**src/rtl/mem_port_if.sv**
```systemverilog
// Bundle of fetch, data and memory-side signals around the unified memory arbiter.
// The arbiter uses the slave view; the pipeline/memory model uses the master view.
interface mem_port_if #(
  parameter int AW = 32,
  parameter int DW = 32
);
  logic          if_req;
  logic [AW-1:0] if_addr;
  logic [DW-1:0] if_rdata;
  logic          if_ready;
  logic          dm_req;
  logic          dm_we;
  logic [AW-1:0] dm_addr;
  logic [DW-1:0] dm_wdata;
  logic [DW-1:0] dm_rdata;
  logic          dm_ready;
  logic          mem_req;
  logic          mem_we;
  logic [AW-1:0] mem_addr;
  logic [DW-1:0] mem_wdata;
  logic [DW-1:0] mem_rdata;
  logic          mem_ack;
  logic          acc_err;
  logic          stall_if;
  logic          stall_mem;

  modport slave (
    input  if_req, if_addr, dm_req, dm_we, dm_addr, dm_wdata, mem_rdata, mem_ack,
    output if_rdata, if_ready, dm_rdata, dm_ready, mem_req, mem_we, mem_addr,
           mem_wdata, acc_err, stall_if, stall_mem
  );

  modport master (
    output if_req, if_addr, dm_req, dm_we, dm_addr, dm_wdata, mem_rdata, mem_ack,
    input  if_rdata, if_ready, dm_rdata, dm_ready, mem_req, mem_we, mem_addr,
           mem_wdata, acc_err, stall_if, stall_mem
  );
endinterface

```
**src/rtl/mem_port_arbiter.sv**
```systemverilog
// Arbitrates IF and MEM stage access to one single-ported memory, with burst fairness and timeout.
// Optional wait-cycle statistics outputs are enabled by defining MEM_ARB_STATS_EN.
module mem_port_arbiter #(
  parameter int AW         = 32,
  parameter int DW         = 32,
  parameter int MAX_DBURST = 4,
  parameter int TIMEOUT    = 255
) (
  input  logic         clk,
  input  logic         rst_n,
  mem_port_if.slave    bus
`ifdef MEM_ARB_STATS_EN
  ,
  output logic [31:0]  stat_if_wait,
  output logic [31:0]  stat_dm_wait
`endif
);

  localparam int BW = (MAX_DBURST > 0) ? $clog2(MAX_DBURST + 1) : 1;
  localparam int TW = (TIMEOUT > 0) ? $clog2(TIMEOUT + 1) : 1;

  typedef enum logic [1:0] {
    IDLE   = 2'd0,
    BUSY_I = 2'd1,
    BUSY_D = 2'd2
  } state_t;

  state_t          state_r;
  logic [BW-1:0]   burst_cnt_r;
  logic [TW-1:0]   tmo_cnt_r;
  logic            burst_hit_s;
  logic            if_wins_s;
  logic            grant_if_s;
  logic            grant_dm_s;
  logic            tmo_hit_s;

  // Priority is decided on the raw requests; a requester seeing its ready this cycle is only masked from the grant.
  always_comb begin
    burst_hit_s = (burst_cnt_r == BW'(MAX_DBURST));
    if_wins_s   = bus.if_req & (~bus.dm_req | burst_hit_s);
    tmo_hit_s   = (TIMEOUT != 0) && (tmo_cnt_r == TW'(TIMEOUT - 1));
    grant_if_s  = 1'b0;
    grant_dm_s  = 1'b0;
    if (state_r == IDLE) begin
      grant_if_s = if_wins_s & ~bus.if_ready;
      grant_dm_s = bus.dm_req & ~if_wins_s & ~bus.dm_ready;
    end else begin
      grant_if_s = 1'b0;
      grant_dm_s = 1'b0;
    end
  end

  assign bus.stall_if  = bus.if_req & ~bus.if_ready;
  assign bus.stall_mem = bus.dm_req & ~bus.dm_ready;

  // Arbitration FSM with registered memory request, ready pulses, read data and timeout abort.
  always_ff @(posedge clk or negedge rst_n) begin
    if (!rst_n) begin
      state_r       <= IDLE;
      burst_cnt_r   <= '0;
      tmo_cnt_r     <= '0;
      bus.mem_req   <= 1'b0;
      bus.mem_we    <= 1'b0;
      bus.mem_addr  <= '0;
      bus.mem_wdata <= '0;
      bus.if_rdata  <= '0;
      bus.dm_rdata  <= '0;
      bus.if_ready  <= 1'b0;
      bus.dm_ready  <= 1'b0;
      bus.acc_err   <= 1'b0;
    end else begin
      bus.if_ready <= 1'b0;
      bus.dm_ready <= 1'b0;
      bus.acc_err  <= 1'b0;

      if (!bus.if_req || grant_if_s) begin
        burst_cnt_r <= '0;
      end else if (grant_dm_s && !burst_hit_s) begin
        burst_cnt_r <= burst_cnt_r + BW'(1'b1);
      end else begin
        burst_cnt_r <= burst_cnt_r;
      end

      case (state_r)
        IDLE: begin
          tmo_cnt_r <= '0;
          if (grant_if_s) begin
            bus.mem_req  <= 1'b1;
            bus.mem_we   <= 1'b0;
            bus.mem_addr <= bus.if_addr;
            state_r      <= BUSY_I;
          end else if (grant_dm_s) begin
            bus.mem_req   <= 1'b1;
            bus.mem_we    <= bus.dm_we;
            bus.mem_addr  <= bus.dm_addr;
            bus.mem_wdata <= bus.dm_wdata;
            state_r       <= BUSY_D;
          end else begin
            state_r <= IDLE;
          end
        end
        BUSY_I, BUSY_D: begin
          if (bus.mem_ack) begin
            bus.mem_req <= 1'b0;
            tmo_cnt_r   <= '0;
            state_r     <= IDLE;
            if (state_r == BUSY_I) begin
              bus.if_rdata <= bus.mem_rdata;
              bus.if_ready <= 1'b1;
            end else begin
              // Stores leave the last load data untouched.
              if (!bus.mem_we) begin
                bus.dm_rdata <= bus.mem_rdata;
              end else begin
                bus.dm_rdata <= bus.dm_rdata;
              end
              bus.dm_ready <= 1'b1;
            end
          end else if (tmo_hit_s) begin
            bus.mem_req <= 1'b0;
            bus.acc_err <= 1'b1;
            tmo_cnt_r   <= '0;
            state_r     <= IDLE;
            if (state_r == BUSY_I) begin
              bus.if_rdata <= '0;
              bus.if_ready <= 1'b1;
            end else begin
              bus.dm_rdata <= '0;
              bus.dm_ready <= 1'b1;
            end
          end else begin
            tmo_cnt_r <= tmo_cnt_r + TW'(1'b1);
          end
        end
        default: begin
          bus.mem_req <= 1'b0;
          state_r     <= IDLE;
        end
      endcase
    end
  end

`ifdef MEM_ARB_STATS_EN
  // Saturating counts of cycles each stage spends stalled.
  always_ff @(posedge clk or negedge rst_n) begin
    if (!rst_n) begin
      stat_if_wait <= 32'd0;
      stat_dm_wait <= 32'd0;
    end else begin
      if (bus.stall_if && (stat_if_wait != 32'hFFFF_FFFF)) begin
        stat_if_wait <= stat_if_wait + 32'd1;
      end else begin
        stat_if_wait <= stat_if_wait;
      end
      if (bus.stall_mem && (stat_dm_wait != 32'hFFFF_FFFF)) begin
        stat_dm_wait <= stat_dm_wait + 32'd1;
      end else begin
        stat_dm_wait <= stat_dm_wait;
      end
    end
  end
`endif

endmodule
```
**src/flat_wrapper.sv**
```systemverilog
// flat-port wrapper written by rule: the top's interface ports become plain ports
module mem_port_arbiter_flat 
#(
  parameter int AW         = 32,
  parameter int DW         = 32,
  parameter int MAX_DBURST = 4,
  parameter int TIMEOUT    = 255
)
  (clk, rst_n, bus_if_req, bus_if_addr, bus_dm_req, bus_dm_we, bus_dm_addr, bus_dm_wdata, bus_mem_rdata, bus_mem_ack, bus_if_rdata, bus_if_ready, bus_dm_rdata, bus_dm_ready, bus_mem_req, bus_mem_we, bus_mem_addr, bus_mem_wdata, bus_acc_err, bus_stall_if, bus_stall_mem);
  mem_port_if #(.AW(AW), .DW(DW)) bus_i ();
  input  logic clk;
  input  logic rst_n;
  input wire logic [$bits(bus_i.if_req)-1:0] bus_if_req;
  input wire logic [$bits(bus_i.if_addr)-1:0] bus_if_addr;
  input wire logic [$bits(bus_i.dm_req)-1:0] bus_dm_req;
  input wire logic [$bits(bus_i.dm_we)-1:0] bus_dm_we;
  input wire logic [$bits(bus_i.dm_addr)-1:0] bus_dm_addr;
  input wire logic [$bits(bus_i.dm_wdata)-1:0] bus_dm_wdata;
  input wire logic [$bits(bus_i.mem_rdata)-1:0] bus_mem_rdata;
  input wire logic [$bits(bus_i.mem_ack)-1:0] bus_mem_ack;
  output wire logic [$bits(bus_i.if_rdata)-1:0] bus_if_rdata;
  output wire logic [$bits(bus_i.if_ready)-1:0] bus_if_ready;
  output wire logic [$bits(bus_i.dm_rdata)-1:0] bus_dm_rdata;
  output wire logic [$bits(bus_i.dm_ready)-1:0] bus_dm_ready;
  output wire logic [$bits(bus_i.mem_req)-1:0] bus_mem_req;
  output wire logic [$bits(bus_i.mem_we)-1:0] bus_mem_we;
  output wire logic [$bits(bus_i.mem_addr)-1:0] bus_mem_addr;
  output wire logic [$bits(bus_i.mem_wdata)-1:0] bus_mem_wdata;
  output wire logic [$bits(bus_i.acc_err)-1:0] bus_acc_err;
  output wire logic [$bits(bus_i.stall_if)-1:0] bus_stall_if;
  output wire logic [$bits(bus_i.stall_mem)-1:0] bus_stall_mem;
  assign bus_i.if_req = bus_if_req;
  assign bus_i.if_addr = bus_if_addr;
  assign bus_i.dm_req = bus_dm_req;
  assign bus_i.dm_we = bus_dm_we;
  assign bus_i.dm_addr = bus_dm_addr;
  assign bus_i.dm_wdata = bus_dm_wdata;
  assign bus_i.mem_rdata = bus_mem_rdata;
  assign bus_i.mem_ack = bus_mem_ack;
  assign bus_if_rdata = bus_i.if_rdata;
  assign bus_if_ready = bus_i.if_ready;
  assign bus_dm_rdata = bus_i.dm_rdata;
  assign bus_dm_ready = bus_i.dm_ready;
  assign bus_mem_req = bus_i.mem_req;
  assign bus_mem_we = bus_i.mem_we;
  assign bus_mem_addr = bus_i.mem_addr;
  assign bus_mem_wdata = bus_i.mem_wdata;
  assign bus_acc_err = bus_i.acc_err;
  assign bus_stall_if = bus_i.stall_if;
  assign bus_stall_mem = bus_i.stall_mem;
  mem_port_arbiter #(.AW(AW), .DW(DW), .MAX_DBURST(MAX_DBURST), .TIMEOUT(TIMEOUT)) u_core (.clk(clk), .rst_n(rst_n), .bus(bus_i));
endmodule
```
**config.mk**
```make
export PLATFORM = sky130hd
export DESIGN_NAME = mem_port_arbiter_flat
export DESIGN_NICKNAME = d
export VERILOG_FILES = /design/src/rtl/mem_port_if.sv /design/src/rtl/mem_port_arbiter.sv /design/src/flat_wrapper.sv
export SDC_FILE = /design/constraint.sdc
export NUM_CORES = 1
export LEC_CHECK = 0
export ABC_CLOCK_PERIOD_IN_PS = 5200
export BUFFER_PORTS_ARGS = -buffer_cell sky130_fd_sc_hd__buf_2
export CAP_MARGIN = 20
export CORE_MARGIN = 1.5
export CORE_UTILIZATION = 31
export DETAILED_ROUTE_END_ITERATION = 8
export GPL_TIMING_DRIVEN = 0
export PLACE_DENSITY = 0.57
export SETUP_SLACK_MARGIN = 0.2
export SLEW_MARGIN = 15
export SYNTH_ARGS = -nofsm -noshare
export SYNTH_HDL_FRONTEND = slang
export SYNTH_SLANG_ARGS = --single-unit
```
**constraint.sdc**
```tcl
create_clock -name clk -period 5.2 [get_ports clk]
set_input_delay 0.52 -clock clk [delete_from_list [all_inputs] [get_ports clk]]
set_output_delay 0.52 -clock clk [all_outputs]
set_load 0.005 [all_outputs]
```
# Word-level counts from Yosys, hierarchy flattened
# Cells that the tools add are included.
[totals] register_bits=146
[op_classes] bitwise=13 n_mux=41 add_sub_neg=2 reduce_logical=15 n_eq_ne=7
[ops] op="$mux 32" n=11
[ops] op="$mux 1" n=19
[ops] op="$mux 8" n=2
[ops] op="$pmux 8 s2" n=1
[ops] op="$add 8x1->8 const B" n=1
[ops] op="$eq 8x8->1 const B" n=1
[ops] op="$mux 2" n=4
[ops] op="$reduce_bool 2->1" n=4
[ops] op="$and 1x1->1" n=6
[ops] op="$mux 3" n=2
[ops] op="$not 1->1" n=6
[ops] op="$reduce_and 3->1" n=2
[ops] op="$pmux 2 s2" n=1
[ops] op="$reduce_and 2->1" n=2
[ops] op="$reduce_and 4->1" n=1
[ops] op="$add 3x1->3 const B" n=1
[ops] op="$eq 3x3->1 const B" n=1
[ops] op="$ne 3x1->1 const B" n=1
[ops] op="$ne 3x2->1 const B" n=1
[ops] op="$eq 2x1->1 const B" n=1
[ops] op="$eq 2x2->1 const B" n=1
[ops] op="$logic_not 1->1" n=2
[ops] op="$logic_not 2->1" n=1
[ops] op="$ne 2x2->1 const B" n=1
[ops] op="other kinds (5)" n=5

# Logic depth before layout (Yosys ltp)
# Gate-level depths: netlist of the first run.
[logic_depth] depth_word=10 depth_mapped=7

# Worst setup path before layout of the first run
# Ideal clock, no wire load.
[synth_timing] path_kind="register to register" start="reg u_core.burst_cnt_r[0]" end="reg u_core.bus.mem_wdata[25] in the netlist's numbering" setup_slack_ps=3429 period_less_slack_ps=1771 path_stages_with_launch=8 path_buffers=2 setup_time_ps=125 arrival_ps=1646 cell_sequence="dfrtp_1 > inv_1 > ha_1 > and2_1 > a21oi_1 > buf_4 > buf_4 > mux2_2"
[synth_via] elab_chain_len=8
[synth_lines] item="from (decl)" line_no="mem_port_arbiter.sv:29" source="logic [BW-1:0] burst_cnt_r;"
[synth_lines] item="from (signal assigned)" line_no="mem_port_arbiter.sv:79" source="burst_cnt_r <= burst_cnt_r + BW'(1'b1);"
[synth_lines] item="from (signal assigned)" line_no="mem_port_arbiter.sv:81" source="burst_cnt_r <= burst_cnt_r;"
[synth_lines] item="$eq 3x3->1 *" line_no="mem_port_arbiter.sv:39" source="burst_hit_s = (burst_cnt_r == BW'(MAX_DBURST));"
[synth_lines] item="$or 1x1->1 *" line_no="mem_port_arbiter.sv:40" source="if_wins_s = bus.if_req & (~bus.dm_req | burst_hit_s);"
[synth_lines] item="$and 1x1->1 *" line_no="mem_port_arbiter.sv:40"
[synth_lines] item="$not 1->1" line_no="mem_port_arbiter.sv:46" source="grant_dm_s = bus.dm_req & ~if_wins_s & ~bus.dm_ready;"
[synth_lines] item="$and 1x1->1 (2 in series)" line_no="mem_port_arbiter.sv:46"
[synth_lines] item="$mux 1" line_no="mem_port_arbiter.sv:44" source="if (state_r == IDLE) begin"
[synth_lines] item="$reduce_and 3->1 (no source line) *"
[synth_lines] item="to (signal assigned)" line_no="mem_port_arbiter.sv:96" source="bus.mem_wdata <= bus.dm_wdata;"
[synth_lines] item="to (decl)" line_no="mem_port_if.sv:30" source="mem_wdata, acc_err, stall_if, stall_mem"
# Every way passes the cells marked *; elsewhere a longest branch is shown, timed or not.
# A chain may end at the register's enable or synchronous reset.

# Worst setup path in the final report of the first run
[layout_timing] start="reg u_core.burst_cnt_r[0]" end="reg u_core.bus.mem_wdata[27] in the netlist's numbering"
# Same word-level chain as after synthesis.

==> results of run 1 <==
## flip-flops by register name, summed over array words and instances (netlist names)
register	count
u_core.burst_cnt_r	3
u_core.bus.acc_err	1
u_core.bus.dm_rdata	32
u_core.bus.dm_ready	1
u_core.bus.if_rdata	32
u_core.bus.if_ready	1
u_core.bus.mem_addr	32
u_core.bus.mem_req	1
u_core.bus.mem_wdata	32
u_core.bus.mem_we	1
u_core.state_r	2
u_core.tmo_cnt_r	8
## synthesized netlist by cell type (2+ instances only)
cell and number:
sky130_fd_sc_hd__a22o_1 33, sky130_fd_sc_hd__o211ai_1 65, sky130_fd_sc_hd__a21o_1 32, sky130_fd_sc_hd__nand4_1 3, sky130_fd_sc_hd__clkbuf_1 32, sky130_fd_sc_hd__and2_1 3, sky130_fd_sc_hd__dfrtp_1 146, sky130_fd_sc_hd__o21ai_0 7
sky130_fd_sc_hd__buf_4 2, sky130_fd_sc_hd__or2b_1 2, sky130_fd_sc_hd__ha_1 7, sky130_fd_sc_hd__nor2_1 4, sky130_fd_sc_hd__o2111ai_1 2, sky130_fd_sc_hd__mux2_2 34, sky130_fd_sc_hd__buf_6 3, sky130_fd_sc_hd__o2bb2a_4 6
sky130_fd_sc_hd__a22oi_1 2, sky130_fd_sc_hd__and3_1 34, sky130_fd_sc_hd__and3b_1 2, sky130_fd_sc_hd__nand2b_1 2, sky130_fd_sc_hd__buf_2 17, sky130_fd_sc_hd__or3_1 2, sky130_fd_sc_hd__a221o_1 35, sky130_fd_sc_hd__nand3_1 6
sky130_fd_sc_hd__nand3b_1 2, sky130_fd_sc_hd__inv_1 38, sky130_fd_sc_hd__a21oi_1 3, sky130_fd_sc_hd__a211oi_1 2, sky130_fd_sc_hd__o2bb2a_2 24, sky130_fd_sc_hd__nand2_1 39, sky130_fd_sc_hd__nor2b_1 3
## routing by layer
metal,up-vias,share of wire,global-route usage
met1,2940,0.45,0.222
li1,2905,-,-
met5,-,0,0
met3,19,0.054,0.0465
met2,165,0.48,0.284
met4,0,0.015,0.0555
## where the power goes
| part | leakage (nW) | switching, mW | internal, mW | total (mW) |
|---|---|---|---|---|
| clock network | 0.282 | 0.540 | 0.722 | 1.26 |
| logic | 2.42 | 0.950 | 1.11 | 2.06 |
| registers | 1.63 | 0.289 | 1.57 | 1.86 |
## how the worst max path moves through the flow
stage / startpoint / to / slack, ns
6_report: u_core.burst_cnt_r[0] / u_core.bus.mem_wdata[27] / 3.01
5_1_grt: u_core.burst_cnt_r[0] / u_core.bus.mem_wdata[27] / 2.83
3_5_place_dp: u_core.burst_cnt_r[0] / u_core.bus.mem_wdata[30] / 2.98
3_3_place_gp: rst_n / u_core.bus.if_rdata[7] / 1.26
4_1_cts: u_core.burst_cnt_r[0] / u_core.bus.mem_wdata[27] / 2.96
2_1_floorplan: u_core.burst_cnt_r[0] / u_core.bus.mem_wdata[25] / 3.43
## final cells by class
type                            instances  area, sq um
Timing Repair Buffer                  268         1370
Tap cell                              285          357
Clock buffer                           17          425
Multi-Input combinational cell        373         3030
Inverter                               39          146
Fill cell                            2260        13100
Sequential cell                       146         3650
Clock inverter                         15          170
Buffer                                 54          254
## metrics by stage
step,hold WS (ns),utilization,setup slack [ns],total power [mW],std cells
after global placement,0.482,0.390,1.26,3.93,1164
after CTS,0.0347,0.418,2.96,5.25,1197
after floorplan,0.224,-,3.43,3.12,612
after detailed placement,0.488,0.392,2.98,3.95,1165
final,0.0171,0.418,3.01,5.18,1197
after global routing,0.0463,0.418,2.83,5.55,1197
## worst max-delay path: cells and delay by family, from the launching register on
family                   cells  cell delay [ns]
multiplexers                 1             0.35
adder cells (fa/ha/maj)      1             0.24
flip-flops                   1             0.37
buffers and inverters        3             0.55
AO/OA/AOI/OAI                1             0.36
AND/OR/NAND/NOR              1             0.19
## logic make-up (layout without fill, tap and decap cells)
kind of cell,after synthesis,after routing,synth area share
AOI/OAI and AO/OA,221,221,0.275
adders and majority gates,7,7,0.0124
buffers and inverters,93,393,0.0565
DFF,146,146,0.516
muxes,34,34,0.0541
and+or+nand+nor,111,111,0.0861
## cells in the final DEF (no fill, tap or decap), types with 3 or more instances in the layout
cell type                    netlist  final
sky130_fd_sc_hd__a21oi_1           3      3
sky130_fd_sc_hd__nor2_1            4      4
sky130_fd_sc_hd__nand3_1           6      6
sky130_fd_sc_hd__clkinvlp_4        0      4
sky130_fd_sc_hd__nand4_1           3      3
sky130_fd_sc_hd__a22o_1           33     33
sky130_fd_sc_hd__o2bb2a_2         24     24
sky130_fd_sc_hd__inv_1            38     38
sky130_fd_sc_hd__mux2_2           34     34
sky130_fd_sc_hd__o21ai_0           7      7
sky130_fd_sc_hd__buf_6             3      3
sky130_fd_sc_hd__a21o_1           32     32
sky130_fd_sc_hd__buf_2            17    283
sky130_fd_sc_hd__nor2b_1           3      3
sky130_fd_sc_hd__and3_1           34     34
sky130_fd_sc_hd__ha_1              7      7
sky130_fd_sc_hd__o2bb2a_4          6      6
sky130_fd_sc_hd__and2_1            3      3
sky130_fd_sc_hd__a221o_1          35     35
sky130_fd_sc_hd__clkbuf_16         0     17
sky130_fd_sc_hd__inv_6             0      6
sky130_fd_sc_hd__o211ai_1         65     65
sky130_fd_sc_hd__nand2_1          39     39
sky130_fd_sc_hd__clkbuf_1         32     32
sky130_fd_sc_hd__dfrtp_1         146    146
==> metrics.sh, run 1 <==
RUN_STATUS='complete, no violations'
GRT_PASS1_WL_MICRONS=32800
FINAL_NETS=1040
CRITPATHKIND='register to register'
CPPEAKSTAGEDELAY_NS=0.37
CORE-AREA_SQ_UM=22500
AREA.GROWTH.SYNTH_TO_FINAL_PCT=32.9
CRIT_PATH_TOP_DELAY_CELL='sky130_fd_sc_hd__dfrtp_1'
SYN_INST=612
FINAL_LAYOUT_SIZE_SUFFIX_GT1_FRAC=0.431
FP.DIEW_MICRONS=154
CLKSLEWWORSTSETUPHOLDPATHS_NS=0.07
SYN_AREA_PER_CELL_SQ_UM=11.6
CRITPATHREQUIREDTIME_NS=5.50
N_ANTENNA_CELL=0
RRSETUPSLACK_NS=3.01
NUMBER_OF_SYNTHESIZED_FLOPS_WITH_AN_ENABLE_PIN=0
INSERTION_DELAY_NS=0.42
PLACED_AREA_SQ_UM=8810
DRC=0
POWER_DENSITY_nW_PER_UM2=551
COUNT_OF_CELL_TYPES_IN_THE_NETLIST=51
TOTAL_NUMBER_OF_H_TREE_LEVELS=4
TIMING.MAX_CAP.VIOLATIONS=0
HOLDBUFCOUNTCTS=0
VIAS_AFTER_DETAILED_ROUTING=6029
FIRST_GLOBAL_VIAS=5978
DRT_FIRST_ITER_VIOLATIONS=265
NETLIST.TOP_CELL.BY_AREA='sky130_fd_sc_hd__dfrtp_1'
GRT_USAGE=0.173
DP.FINAL_HPWL_MICRONS=14600
YS_FF_LATCH=146
CTS_TREE='yes'
PATH_COMMON_CELL='sky130_fd_sc_hd__buf_4'
POST_SYNTH_MAIN_AREA_CONTRIBUTORS='sky130_fd_sc_hd__dfrtp_1 (52%), sky130_fd_sc_hd__o211ai_1 (6.9%), sky130_fd_sc_hd__mux2_2 (5.4%)'
MAXCLOCKFREQUENCY_MHz=456
POSTLAYOUTCELLAREA_SQ_UM=9410
R2R_START='u_core.burst_cnt_r[0]'
POST_SYNTHESIS_SEQUENTIAL_AREA_RATIO=0.516
YS_DOMINANT_REG_CELL='sky130_fd_sc_hd__dfrtp_1'
CTSROOTBUFFERMASTER='sky130_fd_sc_hd__clkbuf_16'
VIAS_PER_CELL=5.04
R2R_END='u_core.bus.mem_wdata[27]'
PORT-BUFFER-COUNT=267
WORST_SLEW_MARGIN_REL=0.635
ANTENNA_FOUND_INITIAL=0
DIE_HEIGHT_MICRONS=154
WORST_CLOCK_SKEW_NS=0.0144
TIMING.CRITICAL_PATH.CELLS='inv_1, ha_1, and2_1, a21oi_1, buf_4, buf_4, mux2_2'
SETUP_TOTAL_NEGATIVE_SLACK_NS=0
CORE.ROWCOUNT=55
CTS.SINK_COUNT=146
START_UTIL=0.315
POWER.STATIC_LEAKAGE_nW=4.33
TIMING.FINAL.CRIT_PERIOD_NS=2.19
DETAIL_ROUTE.WL_PER_CELL_MICRONS=17.1
NUM_CTS_BUFFERS=17
CTS_POST_SETUP_BUFFERS_INSERTED=0
GP_CONGESTION=0.785
CTS-RESIZED-GATES=0
HOLD_VIOLATIONS=0
FIRST_DRT_PASS_ITERATION_COUNT=4
HP_CLASS='primary input to asynchronous set/reset pin'
POST-SYNTH-TOP-AREA-FRACTION=0.516
REPORT.FINAL.SLEW_VIOL_COUNT=0
ANT_NETS=0
VDD.IR_DROP.WORST_mV=0.248
CRITPATHLAUNCHTYPE='register'
CRITICAL_PATH.MAX_FANOUT=10
WORST_SLEW_PIN_SLEW_NS=0.548
MAPPEDNETLISTNETS=753
SYNTH.YOSYS.WARNINGS=0
POST_SYNTH_INSTANCE_AREA_SQ_UM=7080
CP_CAPTURE_TYPE='register'
ROUTED_WL_MICRONS=20400
GRT_REMAINING_OVERFLOW=0
RSZ_0062_RAISED_AFTER_GLOBAL_ROUTING='no'
CRIT_ARRIVAL_NS=2.49
DIEAREA_SQ_UM=23800
POST-ROUTE-PERIOD-UTIL=0.421
POSTSYNTH.ASYNCRESETSHARE=1.00
CTSLONGESTPATHBUFFERS=2
WORST_R2R_PATH_DEPTH=7
SETUP_VIOL=0
GRT_MAX_DEGREE=83
IOS=269
Note: power is estimated with default switching activity, not from simulation.
==> inputs of run 2 (changes only) <==
Settings changed: ABC_AREA set to 1, ABC_CLOCK_PERIOD_IN_PS 5200 to 2050, PLACE_DENSITY 0.57 to 0.58.
Clock period 5.2 ns to 2.05 ns, I/O delays scaled along.
==> metrics.sh, run 2 <==
FP.DIEW_MICRONS=148  # -3.8%
VIAS_AFTER_DETAILED_ROUTING=6317  # +4.8%
SYN_INST=774  # +26%
DRT_FIRST_ITER_VIOLATIONS=294  # +11%
CRITICAL_PATH.MAX_FANOUT=10  # unchanged
CTS.SINK_COUNT=146  # unchanged
MAXCLOCKFREQUENCY_MHz=587  # +29%
FINAL_LAYOUT_SIZE_SUFFIX_GT1_FRAC=0.319  # -0.112
CP_CAPTURE_TYPE='register'
WORST_SLEW_PIN_SLEW_NS=0.568  # +0.0201 ns
N_ANTENNA_CELL=0  # unchanged
CTSLONGESTPATHBUFFERS=2  # unchanged
DP.FINAL_HPWL_MICRONS=14700  # +0.73%
HOLD_VIOLATIONS=0  # unchanged
PORT-BUFFER-COUNT=268  # +0.37%
YS_FF_LATCH=146  # unchanged
TIMING.MAX_CAP.VIOLATIONS=0  # unchanged
POST-ROUTE-PERIOD-UTIL=0.832  # +0.410
IOS=269  # unchanged
REPORT.FINAL.SLEW_VIOL_COUNT=0  # unchanged
CTS_POST_SETUP_BUFFERS_INSERTED=0  # unchanged
FINAL_UTIL=0.465  # +0.0474
GRT_MAX_DEGREE=77  # -7.2%
TIMING.FINAL.CRIT_PERIOD_NS=1.70  # -0.486 ns
GRT_REMAINING_OVERFLOW=0  # unchanged
CORE.ROWCOUNT=52  # -5.5%
VDD.IR_DROP.WORST_mV=0.699  # +180%
TOTAL_NUMBER_OF_H_TREE_LEVELS=4  # unchanged
SYN_AREA_PER_CELL_SQ_UM=8.46  # -27%
NUM_CTS_BUFFERS=17  # unchanged
POWER.STATIC_LEAKAGE_nW=5.50  # +27%
AREA.GROWTH.SYNTH_TO_FINAL_PCT=45.7
RRSETUPSLACK_NS=0.35  # -2.66 ns
FIRST_GLOBAL_VIAS=6270  # +4.9%
DRC=0  # unchanged
RUN_STATUS='complete, no violations'
WORST_CLOCK_SKEW_NS=0.00821  # -0.00620 ns
DIE_HEIGHT_MICRONS=148  # -3.8%
FINAL_NETS=1270  # +22%
DIEAREA_SQ_UM=22000  # -7.4%
VIAS_PER_CELL=4.47  # -11%
CRIT_ARRIVAL_NS=2.02  # -0.47 ns
COUNT_OF_CELL_TYPES_IN_THE_NETLIST=26  # -49%
LAYOUT.CELLS.MOST_COMMON='sky130_fd_sc_hd__nand2_1'
YS_DOMINANT_REG_CELL='sky130_fd_sc_hd__dfrtp_1'
CRITPATHKIND='register to register'
POST_SYNTH_MAIN_AREA_CONTRIBUTORS='sky130_fd_sc_hd__dfrtp_1 (56%), sky130_fd_sc_hd__nand2_1 (21%), sky130_fd_sc_hd__nand4_1 (6.2%)'
ANTENNA_FOUND_INITIAL=0  # unchanged
CORE-AREA_SQ_UM=20500  # -8.9%
INSERTION_DELAY_NS=0.41  # about the same
POWER_DENSITY_nW_PER_UM2=1330  # +140%
POST_SYNTH_MOST_FREQUENT_CELLS='sky130_fd_sc_hd__nand2_1 (373), sky130_fd_sc_hd__dfrtp_1 (146), sky130_fd_sc_hd__nand4_1 (65), sky130_fd_sc_hd__inv_1 (47), sky130_fd_sc_hd__nand3_1 (39)'
POST-PLACE-CELLS=1313  # +13%
ROUTED_WL_MICRONS=20500  # +0.53%
CRITPATHLAUNCHTYPE='register'
INSTANCES_NO_FILL=1412  # +18%
YOSYSMOSTFREQUENTCELL='sky130_fd_sc_hd__nand2_1'
POST_SYNTHESIS_SEQUENTIAL_AREA_RATIO=0.558  # +0.0420
WORST_SLEW_MARGIN_REL=0.621  # -0.0134
MAPPEDNETLISTNETS=915  # +22%
CTSROOTBUFFERMASTER='sky130_fd_sc_hd__clkbuf_16'
HP_CLASS='primary input to register'
FIRST_DRT_PASS_ITERATION_COUNT=5  # +1
DETAIL_ROUTE.WL_PER_CELL_MICRONS=14.5  # -15%
RSZ_0062_RAISED_AFTER_GLOBAL_ROUTING='yes'
CLKSLEWWORSTSETUPHOLDPATHS_NS=0.06  # about the same
NUMBER_OF_SYNTHESIZED_FLOPS_WITH_AN_ENABLE_PIN=0  # unchanged
CTS_TREE='yes'
ANT_NETS=0  # unchanged
GP_CONGESTION=0.812  # +3.4%
GRT_PASS1_WL_MICRONS=32400  # -1.3%
SYNTH.YOSYS.WARNINGS=0  # unchanged
NETLIST.TOP_CELL.BY_AREA='sky130_fd_sc_hd__dfrtp_1'
POST_SYNTH_INSTANCE_AREA_SQ_UM=6550  # -7.5%
SETUP_VIOL=0  # unchanged
POSTSYNTH.ASYNCRESETSHARE=1.00  # unchanged
GRT_USAGE=0.187  # +0.0141
MOSTFREQUENTLAYOUTCELLS='sky130_fd_sc_hd__nand2_1 (373), sky130_fd_sc_hd__buf_2 (286), sky130_fd_sc_hd__dfrtp_1 (146)'
START_UTIL=0.319  # +0.00482
CRITPATHREQUIREDTIME_NS=2.37  # -3.13 ns
POST-SYNTH-TOP-AREA-FRACTION=0.558  # +0.0420
[run 2: changes by cell type after synthesis, sizes merged, moves of 16 or more]
cell    delta
nand2    +346
o211ai    -65
nand4     +62
a221o     -35
nand3     +35
and3      -34
mux2      -34
a22o      -33
a21o      -32
o2bb2a    -31
clkbuf    -24
buf       +16
[run 2: cell type report]
type                            count  area [sq um]
Fill cell                        2000         11000
Sequential cell                   146          3650
Multi-Input combinational cell    530          2430
Timing Repair Buffer              336          2050
Clock buffer                       19           433
Tap cell                          270           338
Buffer                             46           298
Inverter                           52           198
Clock inverter                     13           139
[run 2: path summary, 6_finish.rpt]
| check | from | end | depth (start not counted) |
|---|---|---|---|
| worst max register to register | u_core.state_r[0] | u_core.bus.dm_ready | 6 |
| max in group asynchronous | rst_n | u_core.bus.mem_we | 3 |
| worst max-delay path | u_core.state_r[0] | u_core.bus.dm_ready | 6 |
| min in group asynchronous | rst_n | u_core.bus.if_rdata[19] | 2 |
| worst min-delay path | bus_if_addr[23] | u_core.bus.mem_addr[23] | 3 |
| worst min register to register | u_core.bus.dm_rdata[29] | u_core.bus.dm_rdata[29] | 2 |
[run 2: logic make-up after synthesis]
| group | Yosys count | synth area share |
|---|---|---|
| adder cells (fa/ha/maj) | 7 | 0.0134 |
| AO/OA/AOI/OAI | 7 | 0.00631 |
| AND/OR/NAND/NOR | 510 | 0.341 |
| buffers and inverters | 98 | 0.0734 |
| flip-flops | 146 | 0.558 |
| XOR/XNOR | 6 | 0.00803 |
[run 2: repair_timing]
action	4_1_cts	5_1_grt
endpoints found under the hold margin	125	0
resized for setup	1	9
pin swaps	0	1
setup endpoints to repair	1	86
hold buffers	67	0
[run 2: report_power, final]
part           leakage, nW  internal, mW  switching [mW]
Clock                0.277          1.79            1.24
Combinational         3.36          2.02            2.82
Sequential            1.86          4.14           0.677
[run 2: layer usage]
layer / GRT usage / wire length [microns] / up-vias
met5: 0 / 0 / -
li1: - / - / 3153
met1: 0.241 / 9090 / 2957
met3: 0.0356 / 931 / 36
met4: 0.0797 / 575 / 0
met2: 0.309 / 9940 / 171
[run 2: worst max-delay path: stages (launching register included)]
cell and delay, ns:
sky130_fd_sc_hd__dfrtp_1 0.38, sky130_fd_sc_hd__inv_1 0.07, sky130_fd_sc_hd__ha_2 0.42, sky130_fd_sc_hd__buf_2 0.25, sky130_fd_sc_hd__clkbuf_4 0.25, sky130_fd_sc_hd__nand2_1 0.07
sky130_fd_sc_hd__nor2_1 0.16
[run 2: stage by stage]
stage	setup WS, ns	cell area [sq um]	power, mW	hold WS, ns	setup TNS, ns
global placement	-1.56	8230	9.50	0.402	-224.82
finish	0.345	9540	12.7	0.0172	0
detailed placement	0.222	8260	9.58	0.216	0
floorplan	0.620	6550	7.24	-0.0906	0
CTS	0.227	9510	12.8	0.000526	0
global route	0.185	9540	13.6	0.00299	0
